--- config.mk ---
export PLATFORM = sky130hd
export DESIGN_NAME = alu_rv32
export DESIGN_NICKNAME = d
export VERILOG_FILES = /design/src/rtl/alu_rv32_pkg.sv /design/src/rtl/alu_rv32_addsub.sv /design/src/rtl/alu_rv32.sv
export SDC_FILE = /design/constraint.sdc
export NUM_CORES = 1
export LEC_CHECK = 0
export ABC_AREA = 1
export BUFFER_PORTS_ARGS = -buffer_cell sky130_fd_sc_hd__buf_2
export CORE_MARGIN = 4
export CORE_UTILIZATION = 58
export CTS_CLUSTER_SIZE = 10
export DETAILED_ROUTE_END_ITERATION = 10
export PLACE_DENSITY = 0.89
export RECOVER_POWER = 25
export SYNTH_ARGS = -nofsm -noshare
export SYNTH_HDL_FRONTEND = slang
export SYNTH_SLANG_ARGS = --single-unit
export TNS_END_PERCENT = 30
--- constraint.sdc ---
create_clock -name clk -period 3.5 [get_ports clk]
set_clock_uncertainty 0.15 [all_clocks]
set_input_delay 0.35 -clock clk [delete_from_list [all_inputs] [get_ports clk]]
set_output_delay 0.35 -clock clk [all_outputs]
set_load 0.05 [all_outputs]
--- src/rtl/alu_rv32_pkg.sv ---
// Shared definitions for the alu_rv32 block.
//   - OP_* : 3-bit AluControl opcode values
//   - FLAG_* : bit positions inside the 3-bit Flag output
// Optional feature macro used by the block: ALU_RV32_SHIFT_EN (enables SLL/SRL).
package alu_rv32_pkg;

  localparam int unsigned DATA_W = 32;
  localparam int unsigned OP_W   = 3;
  localparam int unsigned FLAG_W = 3;

  localparam logic [OP_W-1:0] OP_ADD = 3'b000;
  localparam logic [OP_W-1:0] OP_SUB = 3'b001;
  localparam logic [OP_W-1:0] OP_AND = 3'b010;
  localparam logic [OP_W-1:0] OP_OR  = 3'b011;
  localparam logic [OP_W-1:0] OP_XOR = 3'b100;
  localparam logic [OP_W-1:0] OP_SLT = 3'b101;
  localparam logic [OP_W-1:0] OP_SLL = 3'b110;
  localparam logic [OP_W-1:0] OP_SRL = 3'b111;

  localparam int unsigned FLAG_ZERO  = 0;
  localparam int unsigned FLAG_NEG   = 1;
  localparam int unsigned FLAG_CARRY = 2;

endpackage : alu_rv32_pkg

--- src/rtl/alu_rv32_addsub.sv ---
// 33-bit add/subtract datapath shared by ADD, SUB and SLT.
// Ports:
//   a, b  : 32-bit operands
//   sub   : 0 -> a + b, 1 -> a + ~b + 1
//   sum   : low 32 bits of the result
//   cout  : adder bit 32 (carry-out; for subtract 1 means no borrow)
module alu_rv32_addsub
  import alu_rv32_pkg::*;
(
  input  logic [DATA_W-1:0] a,
  input  logic [DATA_W-1:0] b,
  input  logic              sub,
  output logic [DATA_W-1:0] sum,
  output logic              cout
);

  logic [DATA_W-1:0] b_eff;

  // Subtraction reuses the same adder: invert b and inject the +1 as carry-in.
  assign b_eff       = sub ? ~b : b;
  assign {cout, sum} = {1'b0, a} + {1'b0, b_eff} + {{DATA_W{1'b0}}, sub};

endmodule : alu_rv32_addsub

--- src/rtl/alu_rv32.sv ---
// RV32-style ALU with a single registered output stage (one-cycle latency).
// Ports:
//   clk        : rising-edge clock
//   rst_n      : synchronous active-low reset (outputs forced to zero)
//   scrA, scrB : 32-bit operands (scrB[4:0] is the shift amount)
//   AluControl : opcode (ADD SUB AND OR XOR SLT SLL SRL)
//   ALUresult  : registered result
//   Flag       : registered status {carry, negative, zero}
// Configuration: define ALU_RV32_SHIFT_EN to build the shifter for SLL/SRL;
// without it those opcodes produce a zero result.
module alu_rv32
  import alu_rv32_pkg::*;
(
  input  logic              clk,
  input  logic              rst_n,
  input  logic [DATA_W-1:0] scrA,
  input  logic [DATA_W-1:0] scrB,
  input  logic [OP_W-1:0]   AluControl,
  output logic [DATA_W-1:0] ALUresult,
  output logic [FLAG_W-1:0] Flag
);

  logic              add_sub;
  logic [DATA_W-1:0] add_sum;
  logic              add_cout;
  logic              slt_lt;
  logic [DATA_W-1:0] result_d;
  logic              carry_d;
  logic [FLAG_W-1:0] flag_d;

  // SLT needs A - B, so it drives the adder in subtract mode as well.
  assign add_sub = (AluControl == OP_SUB) || (AluControl == OP_SLT);

  alu_rv32_addsub u_addsub (
    .a    (scrA),
    .b    (scrB),
    .sub  (add_sub),
    .sum  (add_sum),
    .cout (add_cout)
  );

  // Signed less-than immune to overflow: if the signs differ, A is smaller
  // exactly when A is negative; otherwise the difference cannot overflow and
  // its sign bit answers the question.
  assign slt_lt = (scrA[DATA_W-1] ^ scrB[DATA_W-1]) ? scrA[DATA_W-1]
                                                    : add_sum[DATA_W-1];

  // NOTE: every output of this block gets a default before the case so that
  // no path leaves a variable unassigned, which would infer a latch.
  always_comb begin
    result_d = '0;
    carry_d  = 1'b0;
    unique case (AluControl)
      OP_ADD: begin
        result_d = add_sum;
        carry_d  = add_cout;
      end
      OP_SUB: begin
        result_d = add_sum;
        carry_d  = add_cout;
      end
      OP_AND: result_d = scrA & scrB;
      OP_OR:  result_d = scrA | scrB;
      OP_XOR: result_d = scrA ^ scrB;
      OP_SLT: result_d = {{(DATA_W-1){1'b0}}, slt_lt};
`ifdef ALU_RV32_SHIFT_EN
      OP_SLL: result_d = scrA << scrB[4:0];
      OP_SRL: result_d = scrA >> scrB[4:0];
`else
      OP_SLL: result_d = '0;
      OP_SRL: result_d = '0;
`endif
      default: result_d = '0;
    endcase
  end

  always_comb begin
    flag_d             = '0;
    flag_d[FLAG_ZERO]  = (result_d == '0);
    flag_d[FLAG_NEG]   = result_d[DATA_W-1];
    flag_d[FLAG_CARRY] = carry_d;
  end

  // NOTE: sequential state uses non-blocking assignments so every register
  // samples pre-edge values regardless of statement order.
  // Reset deliberately clears the zero flag too, so Flag reads 000 in reset.
  always_ff @(posedge clk) begin
    if (!rst_n) begin
      ALUresult <= '0;
      Flag      <= '0;
    end else begin
      ALUresult <= result_d;
      Flag      <= flag_d;
    end
  end

endmodule : alu_rv32

==> results of run 1 <==
metrics by stage:
step           util, %  setup slack [ns]
2_1_floorplan        -             0.609
4_1_cts           68.6             0.445
5_1_grt           68.3             0.112
3_3_place_gp      67.3             0.217
3_5_place_dp      67.3             0.145
6_report          68.3             0.364
layout make-up:
cell class | count | area [um2] | area share, %
clock buffers | 8 | 110 | 1.84
inverters | 156 | 586 | 9.78
multi-input cells | 655 | 3900 | 65.1
flip-flops and latches | 34 | 681 | 11.4
well taps | 108 | 135 | 2.26
repair buffers | 114 | 577 | 9.63
flip-flops by register name (all words and copies together), names as in the netlist:
name	count
ALUresult	32
Flag	2
cell usage after synthesis (4+ instances only):
master     count
nor3_1         9
o2111ai_1      6
buf_2          4
nand2_1      223
ha_1          95
a21oi_1       57
nand4_1        4
o21bai_1       5
a221oi_1      12
o21ai_0       20
nor2_1       100
inv_2          5
dfxtp_1       34
nand3_1       56
clkbuf_1       9
o211ai_1       6
xor2_1        35
inv_1        150
report_power, final:
| group | leakage, nW | switching (W) | internal [W] |
|---|---|---|---|
| sequential | 0.280 | 0.00000716 | 0.000419 |
| combinational | 3.13 | 0.000702 | 0.000333 |
| clock | 0.0575 | 0.000166 | 0.000199 |
cell families after synthesis:
family | count (synthesis) | synth area share (%)
AO/OA/AOI/OAI | 119 | 13.6
XOR/XNOR | 35 | 5.83
adder cells (fa/ha/maj) | 96 | 23.0
buffers and inverters | 174 | 12.9
flip-flops | 34 | 13.0
AND/OR/NAND/NOR | 405 | 31.7
worst max path at each step:
| stage | endpoint |
|---|---|
| floorplan | Flag[0] |
| CTS | Flag[0] |
| finish | Flag[0] |
| global route | Flag[0] |
| global placement | Flag[0] |
| detailed placement | Flag[0] |
metal layers:
layer / GRT usage (%) / up-vias
met5: 0 / -
met4: 6.57 / 0
met2: 46.2 / 239
met1: 39.1 / 2593
met3: 2.62 / 21
li1: - / 2960
==> flow_metrics.env, run 1 <==
export IMPL_fill_cells=828
export IMPL_yosys_most_used_dff="dfxtp_1"
export IMPL_wl_met2_mm=6.74
export IMPL_die_h_um=103
export IMPL_layout_nets=1131
export IMPL_path_delay_family="simple AND/OR/NAND/NOR gates"
export IMPL_start_kind="input port"
export IMPL_drc_errors=0
export IMPL_period_share_pct=89.6
export IMPL_hp_start="scrB[5]"
export IMPL_ios=104
export IMPL_power_density_nw_per_um2=305
export IMPL_hold_viol_final=0
export IMPL_ant_nets=0
export IMPL_total_power_w=0.00183
export IMPL_crit_path_top_delay_cell="ha_1"
export IMPL_rsz0062_at_grt="false"
export IMPL_highest_layer="met4"
export IMPL_dr_pass1_iters=5
export IMPL_cts_sinks=34
export IMPL_synth_nets=1028
export IMPL_worstSetupStartpoint="AluControl[0]"
export IMPL_cp_depth=18
export IMPL_async_flop_share_pct=0
export IMPL_syn_inst=863
export IMPL_fmax_mhz=319
export IMPL_critPathMaxStageDelay_ns=0.40
export IMPL_initialDrtViolationCount=477
export IMPL_mostFrequentLayoutCells="223 x nand2_1, 150 x inv_1, 99 x nor2_1"
export IMPL_min_to="ALUresult[5]"
export IMPL_clk_path_buf_depth=2
export IMPL_placed_cells=1067
export IMPL_maxCapViolations=0
export IMPL_stdcell_count=1075
export IMPL_final_area_um2=5990
export IMPL_cts_made_buffers=5
export IMPL_htree_num_levels=2
export IMPL_slew_headroom_pct=52.0
export IMPL_place_gp_congestion=1.04
export IMPL_finalMaxSlewViolations=0
export IMPL_crit_fanout=25
export IMPL_synth_enable_flop_cells=0
export IMPL_hold_depth=4
export IMPL_portBuffers=103
export IMPL_finalSetupTns_ns=0
export IMPL_wirelength_mm=14.9
export IMPL_routed_wl_met3_mm=1.13
export IMPL_dp_final_hpwl_mm=12.2
export IMPL_vias=5813
export IMPL_wl_per_cell_um=13.8
export IMPL_die_x_um=103
export IMPL_ir_drop_mv=0.127
export IMPL_synth_top_cell_area_share_pct=22.6
export IMPL_cts_tree="built"
export IMPL_crit_top_cell="nand2_1"
export IMPL_required_ns=3.59
export IMPL_synth_seq_area_share_pct=13.0
export IMPL_num_antenna_cells=0
export IMPL_grt_start_max_net_pins=35
export IMPL_fin_hold_ws_ns=0.356
export IMPL_ctsResizeCount=0
export IMPL_syn_avg_cell_area_um2=6.09
export IMPL_leakagePower_nw=3.47
export IMPL_holdBufCountCts=0
export IMPL_initial_core_util_pct=60.0
export IMPL_rows=34
export IMPL_grt_pass1_vias=5248
export IMPL_die_area_um2=10600
export IMPL_viasPerCell=5.41
export IMPL_outcome="completed"
export IMPL_critPathCaptureType="register"
export IMPL_synth_seq_cells=34
export IMPL_grt_pass1_wl_mm=24.0
export IMPL_grt_overflow_total=0
export IMPL_root_buffer="clkbuf_8"
export IMPL_cts_setup_buffers=0
export IMPL_final_common_cell="nand2_1"
export IMPL_syn_to_final_growth_pct=14.0
export IMPL_grt_util_all_layers_pct=27.9
export IMPL_netlist_top_cells_area="ha_1 23%, nand2_1 16%, dfxtp_1 13%"
export IMPL_wl_met1_mm=6.80
export IMPL_ys_types=38
export IMPL_setup_viol=0
export IMPL_grt_antenna_before_repair=0
export IMPL_post_dp_cell_area_um2=5900
export IMPL_worst_pin_slew_ns=0.719
export IMPL_hold_class="in -> reg"
export IMPL_yosysWarningCount=0
export IMPL_cp_arrival_ns=3.22
export IMPL_synth_area_um2=5260
export IMPL_min_period_ns=3.14
export IMPL_path_class="in -> reg"
export IMPL_cp_num_buf_inv=2
export IMPL_drive_above_1_share_pct=12.2
export IMPL_crit_chain="buf_2 -> nand2_4 -> xor2_1 -> ha_1 -> nand2_1 -> nor2_1 -> inv_1 -> nor3_1 -> nand2_1 -> nand2_1 -> nand2_1 -> nand3_1 -> nand2_1 -> a21oi_1 -> nand3_1 -> nor2_1 -> nand3_1 -> nor2_1"
export IMPL_synth_area_leader_cell="ha_1"
export IMPL_core_um2=8760
export IMPL_path_clk_slew_ns=0.08
(Power assumes the default switching activity.)
==> run 2: changes to the inputs <==
CORE_ASPECT_RATIO = 0.8   (was not set)
==> flow_metrics.env, run 2 (same netlist as run 1, synthesis figures left out) <==
export IMPL_hold_class="in -> reg"
export IMPL_path_class="in -> reg"
export IMPL_fill_cells=824
export IMPL_p_clk_share_pct=24.3
export IMPL_slew_headroom_pct=52.8
export IMPL_initialDrtViolationCount=510
export IMPL_grt_overflow_total=0
export IMPL_power_switching_w=0.000908
export IMPL_total_power_w=0.00194
export IMPL_mostFrequentLayoutCells="223 x nand2_1, 150 x inv_1, 99 x nor2_1"
export IMPL_multi_input_area_um2=3910
export IMPL_start_kind="input port"
export IMPL_portBuffers=103
export IMPL_viasPerCell=5.45
export IMPL_wirelength_mm=15.3
export IMPL_initial_core_util_pct=60.6
export IMPL_grt_util_all_layers_pct=27.6
export IMPL_num_antenna_cells=0
export IMPL_syn_to_final_growth_pct=14.6
export IMPL_core_um2=8670
export IMPL_hold_depth=4
export IMPL_die_h_um=93.1
export IMPL_reg_top3="ALUresult (32), Flag (2)"
export IMPL_power_density_nw_per_um2=322
export IMPL_regMostFlops="ALUresult"
export IMPL_wl_per_cell_um=14.2
export IMPL_dp_final_hpwl_mm=12.4
export IMPL_finalSetupTns_ns=0
export IMPL_rows=30
export IMPL_leakagePower_nw=3.47
export IMPL_ir_drop_mv=0.268
export IMPL_min_to="ALUresult[5]"
export IMPL_grt_start_max_net_pins=34
export IMPL_cts_tree="built"
export IMPL_period_share_pct=92.0
export IMPL_min_period_ns=3.22
export IMPL_htree_num_levels=2
export IMPL_fmax_mhz=311
export IMPL_finalMaxSlewViolations=0
export IMPL_required_ns=3.58
export IMPL_outcome="completed"
export IMPL_crit_fanout=19
export IMPL_hp_start="scrB[5]"
export IMPL_sw_frac_of_total_pct=46.8
export IMPL_pwr_share_seq_pct=22.0
export IMPL_layout_nets=1128
export IMPL_critPathCaptureType="register"
export IMPL_seq_area_um2=681
export IMPL_rsz0062_at_grt="false"
export IMPL_largest_reg_flops=32
export IMPL_die_area_um2=10700
export IMPL_maxCapViolations=0
export IMPL_final_common_cell="nand2_1"
export IMPL_die_x_um=114
export IMPL_ant_nets=0
export IMPL_place_gp_congestion=0.976
export IMPL_drive_above_1_share_pct=11.9
export IMPL_cts_sinks=34
export IMPL_combinationalPowerShare_pct=53.7
export IMPL_path_clk_slew_ns=0.06
export IMPL_worst_pin_slew_ns=0.706
export IMPL_cts_made_buffers=5
export IMPL_grt_antenna_before_repair=0
export IMPL_setup_viol=0
export IMPL_cp_arrival_ns=3.30
export IMPL_grt_pass1_wl_mm=24.3
export IMPL_grt_pass1_vias=5184
export IMPL_holdBufCountCts=0
export IMPL_dr_pass1_iters=6
export IMPL_vias=5863
export IMPL_ios=104
export IMPL_clk_path_buf_depth=2
export IMPL_drc_errors=0
export IMPL_hold_viol_final=0
export IMPL_root_buffer="clkbuf_16"
export IMPL_internal_power_w=0.00103
==> run 2: worst max-delay path by stage <==
stage	end	start	slack (ns)
3_3_place_gp	Flag[0]	AluControl[1]	-0.02
3_5_place_dp	Flag[0]	AluControl[1]	0.04
2_1_floorplan	Flag[0]	AluControl[1]	0.61
6_report	Flag[0]	AluControl[1]	0.28
5_1_grt	Flag[0]	AluControl[1]	0.07
4_1_cts	Flag[0]	AluControl[1]	0.27
==> run 2: power groups by stage <==
stage	Sequential, W	Clock, W	Combinational [W]
CTS	0.000427	0.000472	0.00103
floorplan	0.000550	0	0.000631
global route	0.000430	0.000488	0.00115
detailed placement	0.000435	0	0.00102
global placement	0.000433	0	0.00100
finish	0.000427	0.000471	0.00104
==> run 2: cell type report <==
type                    count  area share [%]
clock buffers               6            2.31
inverters                 156            9.73
clock inverters             2           0.208
well taps                 112            2.33
multi-input cells         655            64.9
repair buffers            111            9.21
flip-flops and latches     34            11.3
==> run 2: critical path, cell delays in order <==
cell and delay (ns):
buf_2 0.16, inv_2 0.08, nand2_8 0.18, buf_4 0.27
xor2_1 0.17, ha_1 0.31, a21oi_1 0.25, a21boi_0 0.29
nand2_1 0.12, a21oi_1 0.28, nand2_1 0.09, nand2_1 0.06
nand2_1 0.06, a21oi_1 0.21, nand3_1 0.11, nor2_1 0.13
nand3_1 0.08, nor2_1 0.08
==> run 2: metrics by stage <==
step	utilization [%]	cell area (um2)	hold slack, ns	std cells	setup slack, ns
floorplan	-	5260	0.377	863	0.609
global placement	67.8	5880	0.665	1068	-0.0215
detailed placement	67.8	5880	0.668	1068	0.0371
CTS	69.6	6030	0.382	1076	0.271
global route	69.4	6020	0.413	1076	0.0725
finish	69.4	6020	0.378	1076	0.281
==> run 2: what timing repair did <==
| action | in CTS | in global routing |
|---|---|---|
| setup buffers | 0 | 0 |
| endpoints found under the setup margin | 0 | 1 |
| resized for setup | 0 | 1 |
==> run 2: routing by layer <==
metal | GRT usage, % | up-vias | wire (um)
met5 | 0 | - | 0
met4 | 4.75 | 0 | 212
met3 | 3.56 | 27 | 1420
met2 | 42.9 | 278 | 6410
met1 | 40.9 | 2613 | 7280
li1 | - | 2945 | -
==> run 3: changes to the inputs <==
CORE_UTILIZATION = 51   (was 58)
PLACE_DENSITY = 0.75   (was 0.89)
==> flow_metrics.env, run 3 (same netlist as run 1, synthesis figures left out) <==
export IMPL_grt_antenna_before_repair=0
export IMPL_slew_headroom_pct=47.4
export IMPL_setup_viol=0
export IMPL_hold_viol_final=0
export IMPL_finalMaxSlewViolations=0
export IMPL_fmax_mhz=328
export IMPL_cp_num_buf_inv=3
export IMPL_crit_chain="buf_2 -> inv_2 -> nand2_4 -> buf_12 -> nand2_2 -> and2_1 -> fa_1 -> nand2_1 -> nand2_1 -> nand3_1 -> nand2_1 -> nand2_1 -> nand2_1 -> nand2_1 -> nand2_1 -> nand2_1 -> nand2_1 -> a21oi_1 -> nand3_1 -> nor2_1 -> nand3_1 -> nor2_1"
export IMPL_cts_setup_buffers=0
export IMPL_critPathMaxStageDelay_ns=0.38
export IMPL_seq_area_um2=681
export IMPL_cts_tree="built"
export IMPL_leakagePower_nw=3.51
export IMPL_cts_sinks=34
export IMPL_portBuffers=103
export IMPL_regMostFlops="ALUresult"
export IMPL_initial_core_util_pct=53.4
export IMPL_num_antenna_cells=0
export IMPL_hold_depth=4
export IMPL_rows=32
export IMPL_power_density_nw_per_um2=330
export IMPL_multi_input_area_um2=3900
export IMPL_hold_class="in -> reg"
export IMPL_path_clk_slew_ns=0.06
export IMPL_ant_nets=0
export IMPL_placed_cells=1096
export IMPL_crit_path_top_delay_cell="fa_1"
export IMPL_final_area_um2=6110
export IMPL_stdcell_count=1103
export IMPL_viasPerCell=5.19
export IMPL_hp_start="scrB[10]"
export IMPL_worst_pin_slew_ns=0.786
export IMPL_worstSetupStartpoint="AluControl[1]"
export IMPL_cts_made_buffers=5
export IMPL_reg_top3="ALUresult (32), Flag (2)"
export IMPL_grt_util_all_layers_pct=25.7
export IMPL_crit_top_cell="nand2_1"
export IMPL_cp_depth=22
export IMPL_root_buffer="clkbuf_16"
export IMPL_dp_final_hpwl_mm=12.4
export IMPL_wl_per_cell_um=14.0
export IMPL_power_switching_w=0.000905
export IMPL_cp_arrival_ns=3.13
export IMPL_syn_to_final_growth_pct=16.4
export IMPL_drc_errors=0
export IMPL_grt_start_max_net_pins=35
export IMPL_post_dp_cell_area_um2=5970
export IMPL_grt_pass1_vias=5148
export IMPL_layout_nets=1132
export IMPL_grt_overflow_total=0
export IMPL_internal_power_w=0.00111
export IMPL_path_class="in -> reg"
export IMPL_period_share_pct=87.2
export IMPL_ir_drop_mv=0.172
export IMPL_sw_frac_of_total_pct=44.9
export IMPL_drive_above_1_share_pct=12.2
export IMPL_ios=104
export IMPL_initialDrtViolationCount=508
export IMPL_p_clk_share_pct=26.9
export IMPL_maxCapViolations=0
export IMPL_largest_reg_flops=32
export IMPL_wirelength_mm=15.4
export IMPL_grt_pass1_wl_mm=25.1
export IMPL_clk_path_buf_depth=2
export IMPL_min_period_ns=3.05
export IMPL_ctsResizeCount=0
export IMPL_outcome="completed"
export IMPL_required_ns=3.58
export IMPL_die_h_um=98.8
export IMPL_vias=5720
export IMPL_mostFrequentLayoutCells="223 x nand2_1, 150 x inv_1, 99 x nor2_1"
export IMPL_crit_fanout=16
export IMPL_dr_pass1_iters=5
export IMPL_combinationalPowerShare_pct=51.9
export IMPL_die_x_um=121
export IMPL_fin_hold_ws_ns=0.353
export IMPL_critPathCaptureType="register"
export IMPL_path_delay_family="simple AND/OR/NAND/NOR gates"
export IMPL_final_common_cell="nand2_1"
export IMPL_htree_num_levels=2
export IMPL_holdBufCountCts=0
export IMPL_die_area_um2=12000
export IMPL_final_util_pct=62.1
export IMPL_core_um2=9850
export IMPL_pwr_share_seq_pct=21.2
export IMPL_place_gp_congestion=0.979
export IMPL_rsz0062_at_grt="false"
export IMPL_start_kind="input port"
export IMPL_fill_cells=1007
export IMPL_finalSetupTns_ns=0
run 3: cell count changes in the layout (fill, tap and decap cells not counted):
cell and change:
clkinv_2 -1, buf_12 +2, nand2_4 +1, clkinvlp_4 -1, bufinv_16 +1, nand2_8 -1
buf_4 +2
run 3: worst min-delay path, cell delays in order:
cell,delay [ns]
buf_2,0.09
ha_1,0.13
a21oi_1,0.07
a21oi_1,0.12
run 3: final cells by class:
class,instances,share of cell area (%)
inverters,156,9.58
flip-flops and latches,34,11.1
well taps,136,2.78
clock buffers,6,2.27
clock inverters,1,0.491
multi-input cells,655,63.8
repair buffers,115,9.97
run 3: routing by layer:
metal | GRT usage, % | share of wire [%] | up-vias | wire length [um]
met3 | 4.30 | 8.5 | 19 | 1310
li1 | - | - | 2954 | -
met5 | 0 | 0 | - | 0
met4 | 6.29 | 1.5 | 0 | 238
met1 | 39.2 | 51 | 2513 | 7790
met2 | 37.2 | 39 | 234 | 6050
run 3: path summary, 6_finish.rpt:
path              slack, ns             to
setup / recovery       0.45        Flag[0]
hold / removal         0.35  ALUresult[10]
run 3: power groups by stage:
stage	registers, W	logic (W)	clock network [W]
floorplan	0.000550	0.000631	0
global placement	0.000433	0.00103	0
detailed placement	0.000434	0.00103	0
CTS	0.000426	0.00104	0.000551
global route	0.000430	0.00118	0.000562
finish	0.000427	0.00105	0.000543
run 3: per-stage QoR:
step,setup slack (ns),total power [W]
detailed placement,0.242,0.00146
global route,0.210,0.00217
CTS,0.534,0.00201
finish,0.448,0.00201
global placement,0.229,0.00146
floorplan,0.609,0.00118
